### src/rtl/dmem_access_pkg.sv
// Shared core package: memory-stage access FSM states and default ack timeout.
package dmem_access_pkg;

  typedef enum logic [1:0] {
    IDLE = 2'd0,
    REQ  = 2'd1,
    DONE = 2'd2
  } dmem_state_e;

  localparam int unsigned DMEM_TIMEOUT_DEFAULT = 255;

endpackage

### src/rtl/dmem_access.sv
// MEM-stage data-access controller: req/ack handshake to a variable-latency
// data memory, stalling the pipeline while the access is outstanding.
//
// state | meaning
// IDLE  | no access in flight; detect load/store from EX/MEM
// REQ   | request held on the memory port, waiting for ack or timeout
// DONE  | stall released, err_o pulses if misaligned/timed out
module dmem_access
  import dmem_access_pkg::*;
#(
  parameter int unsigned TIMEOUT = DMEM_TIMEOUT_DEFAULT
) (
  input  logic        clk_i,
  input  logic        rst_i,
  input  logic        start_i,
  input  logic [31:0] addr_i,
  input  logic [31:0] wdata_i,
  input  logic        memread_i,
  input  logic        memwrite_i,
  output logic        stall_o,
  output logic [31:0] rdata_o,
  output logic        err_o,
  output logic        mem_req_o,
  output logic        mem_we_o,
  output logic [31:0] mem_addr_o,
  output logic [31:0] mem_wdata_o,
  input  logic        mem_ack_i,
  input  logic [31:0] mem_rdata_i
);

  localparam logic [7:0] TIMEOUT_C = TIMEOUT[7:0];

  dmem_state_e state_q, state_d;
  logic [31:0] addr_q, addr_d;
  logic [31:0] wdata_q, wdata_d;
  logic        we_q, we_d;
  logic [7:0]  cnt_q, cnt_d;
  logic        err_q, err_d;
  logic [31:0] rdata_q, rdata_d;
  logic [7:0]  cnt_inc;
  logic        access;

  always_comb begin
    state_d     = state_q;
    addr_d      = addr_q;
    wdata_d     = wdata_q;
    we_d        = we_q;
    cnt_d       = cnt_q;
    err_d       = err_q;
    rdata_d     = rdata_q;
    stall_o     = 1'b0;
    err_o       = 1'b0;
    mem_req_o   = 1'b0;
    mem_we_o    = 1'b0;
    mem_addr_o  = 32'h0;
    mem_wdata_o = 32'h0;
    access      = start_i & (memread_i | memwrite_i);
    cnt_inc     = (cnt_q == 8'hFF) ? cnt_q : cnt_q + 8'd1;

    unique case (state_q)
      IDLE: begin
        err_d   = 1'b0;
        stall_o = access;
        if (access) begin
          if (addr_i[1:0] == 2'b00) begin
            addr_d  = addr_i;
            wdata_d = wdata_i;
            we_d    = memwrite_i;
            cnt_d   = 8'd0;
            state_d = REQ;
          end else begin
            // misaligned: no memory request; a load reports zero data
            err_d = 1'b1;
            if (!memwrite_i) rdata_d = 32'h0;
            state_d = DONE;
          end
        end
      end
      REQ: begin
        stall_o     = 1'b1;
        mem_req_o   = start_i;
        mem_we_o    = we_q;
        mem_addr_o  = {addr_q[31:2], 2'b00};
        mem_wdata_o = wdata_q;
        cnt_d       = cnt_inc;
        // cnt_inc counts this REQ cycle, so TIMEOUT bounds the REQ cycles exactly
        if (mem_ack_i) begin
          if (!we_q) rdata_d = mem_rdata_i;
          state_d = DONE;
        end else if (cnt_inc == TIMEOUT_C) begin
          err_d = 1'b1;
          if (!we_q) rdata_d = 32'h0;
          state_d = DONE;
        end
      end
      DONE: begin
        err_o   = err_q;
        err_d   = 1'b0;
        state_d = IDLE;
      end
      default: state_d = IDLE;
    endcase

    if (!start_i) begin
      state_d = IDLE;
      err_d   = 1'b0;
      rdata_d = rdata_q;
    end
  end

  always_ff @(posedge clk_i or negedge rst_i) begin
    if (!rst_i) begin
      state_q <= IDLE;
      addr_q  <= 32'h0;
      wdata_q <= 32'h0;
      we_q    <= 1'b0;
      cnt_q   <= 8'd0;
      err_q   <= 1'b0;
      rdata_q <= 32'h0;
    end else begin
      state_q <= state_d;
      addr_q  <= addr_d;
      wdata_q <= wdata_d;
      we_q    <= we_d;
      cnt_q   <= cnt_d;
      err_q   <= err_d;
      rdata_q <= rdata_d;
    end
  end

  assign rdata_o = rdata_q;

endmodule

### config.mk
export PLATFORM = sky130hd
export DESIGN_NAME = dmem_access
export DESIGN_NICKNAME = d
export VERILOG_FILES = /design/src/rtl/dmem_access_pkg.sv /design/src/rtl/dmem_access.sv
export SDC_FILE = /design/constraint.sdc
export NUM_CORES = 1
export LEC_CHECK = 0
export ABC_CLOCK_PERIOD_IN_PS = 2700
export CAP_MARGIN = 30
export CORE_MARGIN = 5
export CORE_UTILIZATION = 35
export DETAILED_ROUTE_END_ITERATION = 6
export GPL_TIMING_DRIVEN = 0
export HOLD_SLACK_MARGIN = 0.06
export PLACE_DENSITY = 0.72
export SLEW_MARGIN = 20
export SYNTH_ARGS = -nofsm -noshare
export SYNTH_HDL_FRONTEND = slang
export SYNTH_SLANG_ARGS = --single-unit
### constraint.sdc
create_clock -name clk_i -period 2.7 [get_ports clk_i]
set_input_delay 0.54 -clock clk_i [delete_from_list [all_inputs] [get_ports clk_i]]
set_output_delay 0.54 -clock clk_i [all_outputs]
set_load 0.01 [all_outputs]
**Word-level counts from Yosys, hierarchy flattened**

Cells that the tools add are included.

- Add/subtract/negate cells: 1
- Equality and inequality tests: 15
- Mux-type cells: 30
- Bitwise gates (word level): 2
- Reductions and logical operators: 8

Operator list:

| cell | count |
|---|---|
| $mux W32 | 9 |
| $pmux W32 S2 | 1 |
| $mux W8 | 3 |
| $eq A8 B8 Y1 const B | 2 |
| $pmux W8 S2 | 1 |
| $ne A3 B3 Y1 const B | 4 |
| $mux W2 | 5 |
| $ne A2 B2 Y1 const B | 5 |
| $reduce_and A3 Y1 | 3 |
| $add A8 B1 Y8 const B | 1 |
| $mux W1 | 8 |
| $reduce_and A7 Y1 | 1 |
| $logic_not A2 Y1 | 2 |
| $ne A4 B1 Y1 const B | 1 |
| $ne A4 B4 Y1 const B | 1 |
| $pmux W2 S2 | 1 |
| $pmux W1 S3 | 1 |
| $eq A2 B1 Y1 const B | 1 |
| $eq A2 B2 Y1 const B | 1 |
| $pmux W1 S2 | 1 |
| $reduce_and A2 Y1 | 1 |
| $reduce_bool A2 Y1 | 1 |
| $and A1 B1 Y1 | 1 |
| $or A1 B1 Y1 | 1 |

- Flip-flop bits (word level): 108
- Input port bits: 102
- Output and inout port bits: 100

**Depth between registers and ports, before layout**

Gate-level depths: netlist of run 1.

- Depth in word-level cells: 7
- Depth in mapped cells: 9

**Worst setup path before layout of run 1**

Ideal clock, no wire load.

- Kind: reg2reg
- Start: register cnt_q[0]
- End: register rdata_q[10] (netlist: rdata_o[10])
- Data arrival time: 1,744 ps
- Required time: 2,579 ps
- Setup slack: 835 ps
- Cell stages (with the launch flop): 8
- Clock period less this slack: 1,865 ps
- Cell sequence: dfrtp_1 -> ha_1 -> nand4_1 -> nor3_1 -> o2111a_2 -> o21ai_4 -> buf_6 -> a22o_1

- Word-level cells in the longest chain between the ends: 5

RTL lines:

| item | line | text |
|---|---|---|
| start, declared | dmem_access.sv:37 | `logic [7:0] cnt_q, cnt_d;` |
| start signal, assigned | dmem_access.sv:125 | `cnt_q <= cnt_d;` |
| $add A8 B1 Y8 / $eq A8 B8 Y1 (equally long branches) | dmem_access.sv:58 | `cnt_inc = (cnt_q == 8'hFF) ? cnt_q : cnt_q + 8'd1;` |
| $mux W8 (*) | dmem_access.sv:58 |  |
| $eq A8 B8 Y1 (*) | dmem_access.sv:90 | `end else if (cnt_inc == TIMEOUT_C) begin` |
| $ne A3 B3 Y1 (no source line) (*) | n/a |  |
| $reduce_and A7 Y1 (no source line) (*) | n/a |  |
| end signal, assigned | dmem_access.sv:127 | `rdata_q <= rdata_d;` |
| end, declared | dmem_access.sv:39 | `logic [31:0] rdata_q, rdata_d;` |

Every way passes the cells marked *; elsewhere a longest branch is shown, timed or not.
A chain may end at the register's enable or synchronous reset.

**Final worst setup path of run 1**

- Start: register state_q[1]
- End: output mem_addr_o[11]

- Word-level cells in the longest chain between the ends: 2

RTL lines:

| item | line | text |
|---|---|---|
| start, declared | dmem_access.sv:33 | `dmem_state_e state_q, state_d;` |
| start signal, assigned | dmem_access.sv:121 | `state_q <= state_d;` |
| $eq A2 B1 Y1 | dmem_access.sv:60 | `unique case (state_q)` |
| $mux W32 | dmem_access.sv:60 |  |
| end, declared | dmem_access.sv:25 | `output logic [31:0] mem_addr_o,` |

Every way passes these cells.

==> results.md, run 1 <==
* WL final at 13.1 mm
* Synthesized flop and latch total at 106
* Setup slack after placement at -0.208 ns
* Routed vias/inst at 4.89
* Area share of the leading cell type in the synthesized netlist at 0.557
* Number of remaining DRC errors at 0
* Number of maximum-capacitance violations at 0
* Clock Tree Buf Depth at 2
* Row cnt at 42
* Switching power of the nets at 974 uW
* Dominant register cell in the synthesized netlist: sky130_fd_sc_hd__dfrtp_1
* Data arrival time of the critical path at 2.07 ns
* 1st-iter DRT viols at 107
* Area of the core at 13300 sq um
* Horizontal extent of the die at 127 um
* Starting utilization of the core area at 0.358
* Mapped cell area at 4760 sq um
* Number of hold-slack violations in the final timing report at 0
* Maximum fanout encountered on the critical timing path at 10
* Overall track demand over capacity in global routing at 0.166
* Net switching fraction of the power at 0.238
* Largest clock skew in the final design at 0.00639 ns
* Final sum of negative setup slack at 0 ns
* Placed wire-length estimate after detailed placement at 10.2 mm
* Boundary Pins at 202
* Startpoint-to-endpoint class of the critical path: flop to primary output
* Count of flip-flops with a built-in enable after synthesis at 0
* Die Y at 127 um
* Worst min-delay path class: primary input to async pin
* Global route overflow at 0
* Post-synthesis cell type with the largest combined area: sky130_fd_sc_hd__dfrtp_1
* Via count of the first global-routing pass at 4089
* Routed length per instance at 17.0 um
* Clock latency on the worst-skew pair at 0.34 ns
* Setup violation total in the final timing report at 0
* Final worst path period need at 2.61 ns
* Clock buffer count from CTS at 9
* Relative contribution of combinational cells to total power at 0.191
* Fraction of layout cells with a size suffix above 1 at 0.193
* Final Net Count at 698
* Area of the die at 16000 sq um
* Cell internal pwr at 3120 uW
* Hold-fix buffers at CTS at 0
* Buffers on Ports at 198
* Critical path data required time at 2.16 ns
* Number of antenna diodes at 0
* Pin count of the biggest net entering global routing at 58
* First-pass GRT wire length at 21.4 mm
* Proportion of power drawn by the clock network at 0.310
* Least setup slack across all paths after layout at 0.0879 ns
* Clock root cell: sky130_fd_sc_hd__clkbuf_16
* Worst-margin pin slew at 0.744 ns
* Gate count after technology mapping at 381
* Number of nets with antenna violations after detailed routing at 0
* Synth area leaders: sky130_fd_sc_hd__dfrtp_1 (56%), sky130_fd_sc_hd__mux2_2 (15%), sky130_fd_sc_hd__and2_1 (8.5%)
* Power density relative to cell area at 556 nW/um^2
* Detailed-route via count at 3773
* Number of distinct library cell variants in the gate-level netlist after synthesis at 41
* Clock-pin slew on the worst setup and hold paths at 0.06 ns
* Total number of yosys warnings at 0
* Pins Over Slew Limit at 0
* H-tree depth at 3
* Max-slew headroom at the worst pin at 0.498
* Worst ir drop on vdd at 0.316 mV
* Min Hold Slack at 0.148 ns
* Sequential group share of total power at 0.499
* TritonCTS clock tree: yes
* Crit path capture type: primary output
* Leakage component of the power at 0.00340 uW
* Part of the Yosys area used for sequential elements at 0.557
* Final period util at 0.967
* Placer Congestion at 0.847
* Final total power at 4090 uW
* Maximum achievable frequency at 383 MHz
* Post-synthesis async set-or-reset flop share at 1.00
* Number of antenna violations at the first check in global routing at 0
* Sinks on Clock Net at 106
* Average instance area after synthesis at 12.5 sq um
* Result of the run: complete, no violations
* Startpoint type of the worst setup path: flop
* Area growth from synthesis to layout at 54.6%
* Detailed Routing Iterations Pass 1 at 4
[cell usage in the layout, fill, tap and decap left out, types with 2 or more instances in the layout]
master	instances
sky130_fd_sc_hd__ha_1	3
sky130_fd_sc_hd__conb_1	2
sky130_fd_sc_hd__a22o_1	36
sky130_fd_sc_hd__buf_6	4
sky130_fd_sc_hd__or2_2	2
sky130_fd_sc_hd__and3_1	3
sky130_fd_sc_hd__mux2_2	62
sky130_fd_sc_hd__nand3_1	3
sky130_fd_sc_hd__nand2_1	10
sky130_fd_sc_hd__o21ai_0	11
sky130_fd_sc_hd__nand4_1	2
sky130_fd_sc_hd__nor3_1	3
sky130_fd_sc_hd__dlymetal6s2s_1	16
sky130_fd_sc_hd__nand2b_1	3
sky130_fd_sc_hd__buf_2	11
sky130_fd_sc_hd__clkbuf_16	9
sky130_fd_sc_hd__clkbuf_4	6
sky130_fd_sc_hd__inv_1	2
sky130_fd_sc_hd__buf_4	3
sky130_fd_sc_hd__o31ai_1	2
sky130_fd_sc_hd__and2_1	65
sky130_fd_sc_hd__o211ai_1	2
sky130_fd_sc_hd__dfrtp_1	106
sky130_fd_sc_hd__clkinv_2	2
sky130_fd_sc_hd__a21oi_1	9
sky130_fd_sc_hd__clkdlybuf4s50_1	180
sky130_fd_sc_hd__nor2_1	8
sky130_fd_sc_hd__mux2i_1	2
[area by class of cell]
class,count,area (sq um)
clock inverter,5,56.3
tap,176,220
sequential,106,2650
fill,1128,5930
multi-input combinational,247,1970
inverter,3,11.3
timing repair buffer,199,2050
clock buffer,9,225
buffer,26,179
[Yosys cell counts (2+ instances only)]
| cell type | count |
|---|---|
| sky130_fd_sc_hd__clkbuf_1 | 9 |
| sky130_fd_sc_hd__nand2_1 | 10 |
| sky130_fd_sc_hd__nand4_1 | 2 |
| sky130_fd_sc_hd__buf_2 | 11 |
| sky130_fd_sc_hd__or2_2 | 2 |
| sky130_fd_sc_hd__mux2_2 | 62 |
| sky130_fd_sc_hd__nand3_1 | 3 |
| sky130_fd_sc_hd__nand2b_1 | 3 |
| sky130_fd_sc_hd__o211ai_1 | 2 |
| sky130_fd_sc_hd__a22o_1 | 36 |
| sky130_fd_sc_hd__and3_1 | 3 |
| sky130_fd_sc_hd__dfrtp_1 | 106 |
| sky130_fd_sc_hd__nor2_1 | 8 |
| sky130_fd_sc_hd__nor3_1 | 3 |
| sky130_fd_sc_hd__buf_4 | 3 |
| sky130_fd_sc_hd__o21ai_0 | 12 |
| sky130_fd_sc_hd__buf_6 | 3 |
| sky130_fd_sc_hd__and2_1 | 65 |
| sky130_fd_sc_hd__inv_1 | 3 |
| sky130_fd_sc_hd__mux2i_1 | 2 |
| sky130_fd_sc_hd__o31ai_1 | 2 |
| sky130_fd_sc_hd__a21oi_1 | 9 |
| sky130_fd_sc_hd__ha_1 | 4 |
[flip-flops by register name, summed over array words and instances (netlist names)]
register / count
rdata_o: 32
wdata_q: 32
addr_q: 30
cnt_q: 8
state_q: 2
err_q: 1
we_q: 1
[power groups by stage]
| stage | registers, uW | logic [uW] | clock network (uW) |
|---|---|---|---|
| final | 2040 | 782 | 1270 |
| after global routing | 2090 | 862 | 1390 |
| after CTS | 2050 | 801 | 1320 |
| after detailed placement | 2070 | 792 | 0 |
| after global placement | 2060 | 758 | 0 |
| after floorplan | 2030 | 416 | 0 |
[stage by stage]
step	util	instance area [sq um]	cells
floorplan	-	4770	382
global placement	0.524	6970	756
detailed placement	0.526	7000	757
CTS	0.550	7320	771
global route	0.554	7370	771
finish	0.554	7370	771
[path summary, 6_finish.rpt]
check / start / to / slack (ns) / depth (start not counted)
worst max-delay path: state_q[1] / mem_addr_o[11] / 0.09 / 6
worst min-delay path: rst_i / rdata_o[22] / 0.15 / 1
worst max register to register: state_q[0] / wdata_q[29] / 0.42 / 6
worst min register to register: addr_q[2] / addr_q[2] / 0.50 / 1
max in group asynchronous: rst_i / wdata_q[7] / 1.92 / 2
min in group clk_i: addr_q[2] / addr_q[2] / 0.50 / 1
[cell families after synthesis]
logic type               count (synthesis)  share of synthesized area
multiplexers                            64                      0.151
flip-flops                             106                      0.557
AND/OR/NAND/NOR                        104                      0.129
adder cells (fa/ha/maj)                  4                     0.0105
AO/OA/AOI/OAI                           73                      0.120
buffers and inverters                   29                     0.0328
other                                    1                   0.000787
[layer usage]
layer | wire [um] | GRT usage
met1 | 5020 | 0.192
met2 | 6370 | 0.269
met3 | 1390 | 0.0765
met4 | 305 | 0.0618
met5 | 0 | 0
[what timing repair did]
action / in CTS / in global routing
gates resized for setup: 15 / 26
setup buffers: 0 / 0
setup endpoints to repair: 64 / 63
[critical path, stage by stage, from the launching register on]
cell and delay (ns):
sky130_fd_sc_hd__dfrtp_1 0.40, sky130_fd_sc_hd__inv_2 0.09, sky130_fd_sc_hd__ha_4 0.16, sky130_fd_sc_hd__clkbuf_8 0.19, sky130_fd_sc_hd__clkbuf_4 0.19, sky130_fd_sc_hd__and2_1 0.14, sky130_fd_sc_hd__clkdlybuf4s50_1 0.56
Power figures use the tool's default switching activity.
==> run 2: changes to the inputs <==
--- a/config.mk
+++ b/config.mk
@@ -6,14 +6,13 @@
 export NUM_CORES = 1
 export LEC_CHECK = 0
 export ABC_CLOCK_PERIOD_IN_PS = 2700
-export CAP_MARGIN = 30
 export CORE_MARGIN = 5
 export CORE_UTILIZATION = 35
 export DETAILED_ROUTE_END_ITERATION = 6
+export DONT_BUFFER_PORTS = 1
 export GPL_TIMING_DRIVEN = 0
 export HOLD_SLACK_MARGIN = 0.06
-export PLACE_DENSITY = 0.72
-export SLEW_MARGIN = 20
+export PLACE_DENSITY = 0.53
 export SYNTH_ARGS = -nofsm -noshare
 export SYNTH_HDL_FRONTEND = slang
 export SYNTH_SLANG_ARGS = --single-unit
==> results.md, run 2 (same netlist as run 1, synthesis figures left out) <==
* Number of maximum-capacitance violations at 0 (unchanged)
* Die Y at 127 um (unchanged)
* Worst ir drop on vdd at 0.576 mV (was 0.316 mV)
* Area of the die at 16000 sq um (unchanged)
* Pins Over Slew Limit at 0 (unchanged)
* Global route overflow at 0 (unchanged)
* Leakage component of the power at 0.00235 uW (was 0.00340 uW)
* Clock buffer count from CTS at 9 (unchanged)
* Placed wire-length estimate after detailed placement at 8.35 mm (was 10.2 mm)
* Clock latency on the worst-skew pair at 0.35 ns (was 0.34 ns)
* RSZ-0062 raised after global routing: no
* Critical R2R Capture: addr_q[5] (was wdata_q[29])
* Leading cell type in the layout, fill and taps excluded: sky130_fd_sc_hd__dfrtp_1 (was sky130_fd_sc_hd__clkdlybuf4s50_1)
* Result of the run: finished, violations left (was complete, no violations)
* Layout filler cell count at 1302 (was 1128)
* Worst-margin pin slew at 0.683 ns (was 0.744 ns)
* Crit path capture type: primary output (unchanged)
* Number of nets with antenna violations after detailed routing at 0 (unchanged)
* Min Hold Slack at -0.112 ns (was 0.148 ns)
* Worst min-delay path class: primary input to async pin (unchanged)
* Maximum achievable frequency at 393 MHz (was 383 MHz)
* Startpoint type of the worst setup path: flop (unchanged)
* Final sum of negative setup slack at 0 ns (unchanged)
* Placer Congestion at 0.808 (was 0.847)
* Buffers on Ports at 0 (was 198)
* Startpoint-to-endpoint class of the critical path: flop to primary output (unchanged)
* Commonest non-fill, non-tap cells in the layout: sky130_fd_sc_hd__dfrtp_1 (106), sky130_fd_sc_hd__and2_1 (65), sky130_fd_sc_hd__mux2_2 (62) (was sky130_fd_sc_hd__clkdlybuf4s50_1 (180), sky130_fd_sc_hd__dfrtp_1 (106), sky130_fd_sc_hd__and2_1 (65))
* Detailed-route via count at 2986 (was 3773)
* Sinks on Clock Net at 106 (unchanged)
* H-tree depth at 3 (unchanged)
* Overall track demand over capacity in global routing at 0.143 (was 0.166)
* Violated checks: hold timing
* Area growth from synthesis to layout at 10.8% (was 54.6%)
* Routed length per instance at 19.9 um (was 17.0 um)
* Detailed Routing Iterations Pass 1 at 4 (unchanged)
* Number of antenna diodes at 0 (unchanged)
* Via count of the first global-routing pass at 3266 (was 4089)
* Setup fix buffers added after clock tree synthesis at 0 (unchanged)
* Register-to-register setup slack at 0.48 ns (was 0.42 ns)
* Startpoint of the worst-slack reg-to-reg timing path: state_q[0] (unchanged)
* Number of antenna violations at the first check in global routing at 1 (was 0)
* Pin count of the biggest net entering global routing at 107 (was 58)
* Worst setup startpoint: state_q[1] (unchanged)
* Clock root cell: sky130_fd_sc_hd__clkbuf_16 (unchanged)
* Boundary Pins at 202 (unchanged)
* Total area of multi-input combinational cells at 1960 sq um (was 1970 sq um)
* Final worst path period need at 2.54 ns (was 2.61 ns)
* Final Net Count at 499 (was 698)
* Maximum fanout encountered on the critical timing path at 10 (unchanged)
* Total area of sequential cells at 2650 sq um (unchanged)
* Setup violation total in the final timing report at 0 (unchanged)
* WL final at 11.4 mm (was 13.1 mm)
* Number of hold-slack violations in the final timing report at 106 (was 0)
* Routed vias/inst at 5.21 (was 4.89)
* Final period util at 0.941 (was 0.967)
* Worst r2r path cells at 6 (unchanged)
* Max-slew headroom at the worst pin at 0.540 (was 0.498)
* Clock Tree Buf Depth at 2 (unchanged)
* Number of remaining DRC errors at 0 (unchanged)
* Row cnt at 42 (unchanged)
* Clock-pin slew on the worst setup and hold paths at 0.07 ns (was 0.06 ns)
* Largest clock skew in the final design at 0.00944 ns (was 0.00639 ns)
* First-pass GRT wire length at 18.2 mm (was 21.4 mm)
* Critical path data required time at 2.16 ns (about the same)
* 1st-iter DRT viols at 103 (was 107)
* TritonCTS clock tree: yes (unchanged)
* Power density relative to cell area at 725 nW/um^2 (was 556 nW/um^2)
* Area of the core at 13300 sq um (unchanged)
* Fraction of layout cells with a size suffix above 1 at 0.270 (was 0.193)
* Starting utilization of the core area at 0.358 (unchanged)
* Data arrival time of the critical path at 2.00 ns (was 2.07 ns)
* Horizontal extent of the die at 127 um (unchanged)
-- run 2: cell types whose count changed in the layout (fill, tap and decap cells not counted), moves of 2 or more --
| cell | before | now |
|---|---|---|
| sky130_fd_sc_hd__clkinv_2 | 2 | 0 |
| sky130_fd_sc_hd__clkdlybuf4s50_1 | 180 | 0 |
| sky130_fd_sc_hd__clkbuf_2 | 1 | 5 |
| sky130_fd_sc_hd__clkbuf_1 | 1 | 6 |
| sky130_fd_sc_hd__clkbuf_4 | 6 | 0 |
| sky130_fd_sc_hd__dlymetal6s2s_1 | 16 | 0 |
-- run 2: per-layer routing --
metal | wire length [um] | part of all wire | track usage
met5 | 11 | 0.00096 | 0
met2 | 5300 | 0.46 | 0.219
met4 | 150 | 0.013 | 0.0435
met3 | 1410 | 0.12 | 0.0807
met1 | 4560 | 0.40 | 0.171
-- run 2: worst max-delay path by stage --
stage	to	slack [ns]	cells past startpoint
after floorplan	rdata_o[10]	0.83	7
after global placement	mem_addr_o[3]	0.26	5
after detailed placement	mem_addr_o[3]	0.22	5
after CTS	mem_addr_o[3]	0.03	5
after global routing	mem_addr_o[12]	0.0006	5
final	mem_wdata_o[9]	0.16	5
-- run 2: layout make-up --
type / count / area share
clock inverter: 4 / 0.0102
buffer: 26 / 0.0287
multi-input combinational: 247 / 0.371
sequential: 106 / 0.502
inverter: 3 / 0.00213
tap: 176 / 0.0417
clock buffer: 11 / 0.0441
-- run 2: metrics by stage --
stage          setup slack [ns]  total power [uW]   util  instances  instance area, sq um
3_3_place_gp              0.261              2540  0.375        558                  4990
4_1_cts                  0.0288              3900  0.397        573                  5280
2_1_floorplan             0.835              2450      -        382                  4770
6_report                  0.158              3830  0.397        573                  5280
5_1_grt                0.000552              4040  0.397        573                  5280
3_5_place_dp              0.221              2570  0.375        558                  4990
-- run 2: report_power, final --
group,internal [uW],leakage [uW],switching [uW],total (uW)
sequential,1900,0.00135,159,2060
combinational,287,0.000864,189,476
clock,717,0.000132,577,1290
total,2900,0.00235,925,3830
-- run 2: repair_timing --
action                     4_1_cts  5_1_grt
hold endpoints to repair       106      106
pin swaps                        0        0
setup endpoints to repair       60       32
gates resized for setup          1        8
-- run 2: worst max-delay path: stages, from the launching register on --
cell,delay [ns]
sky130_fd_sc_hd__dfrtp_1,0.40
sky130_fd_sc_hd__inv_1,0.08
sky130_fd_sc_hd__ha_1,0.28
sky130_fd_sc_hd__clkbuf_2,0.32
sky130_fd_sc_hd__clkbuf_1,0.30
sky130_fd_sc_hd__and2_1,0.27
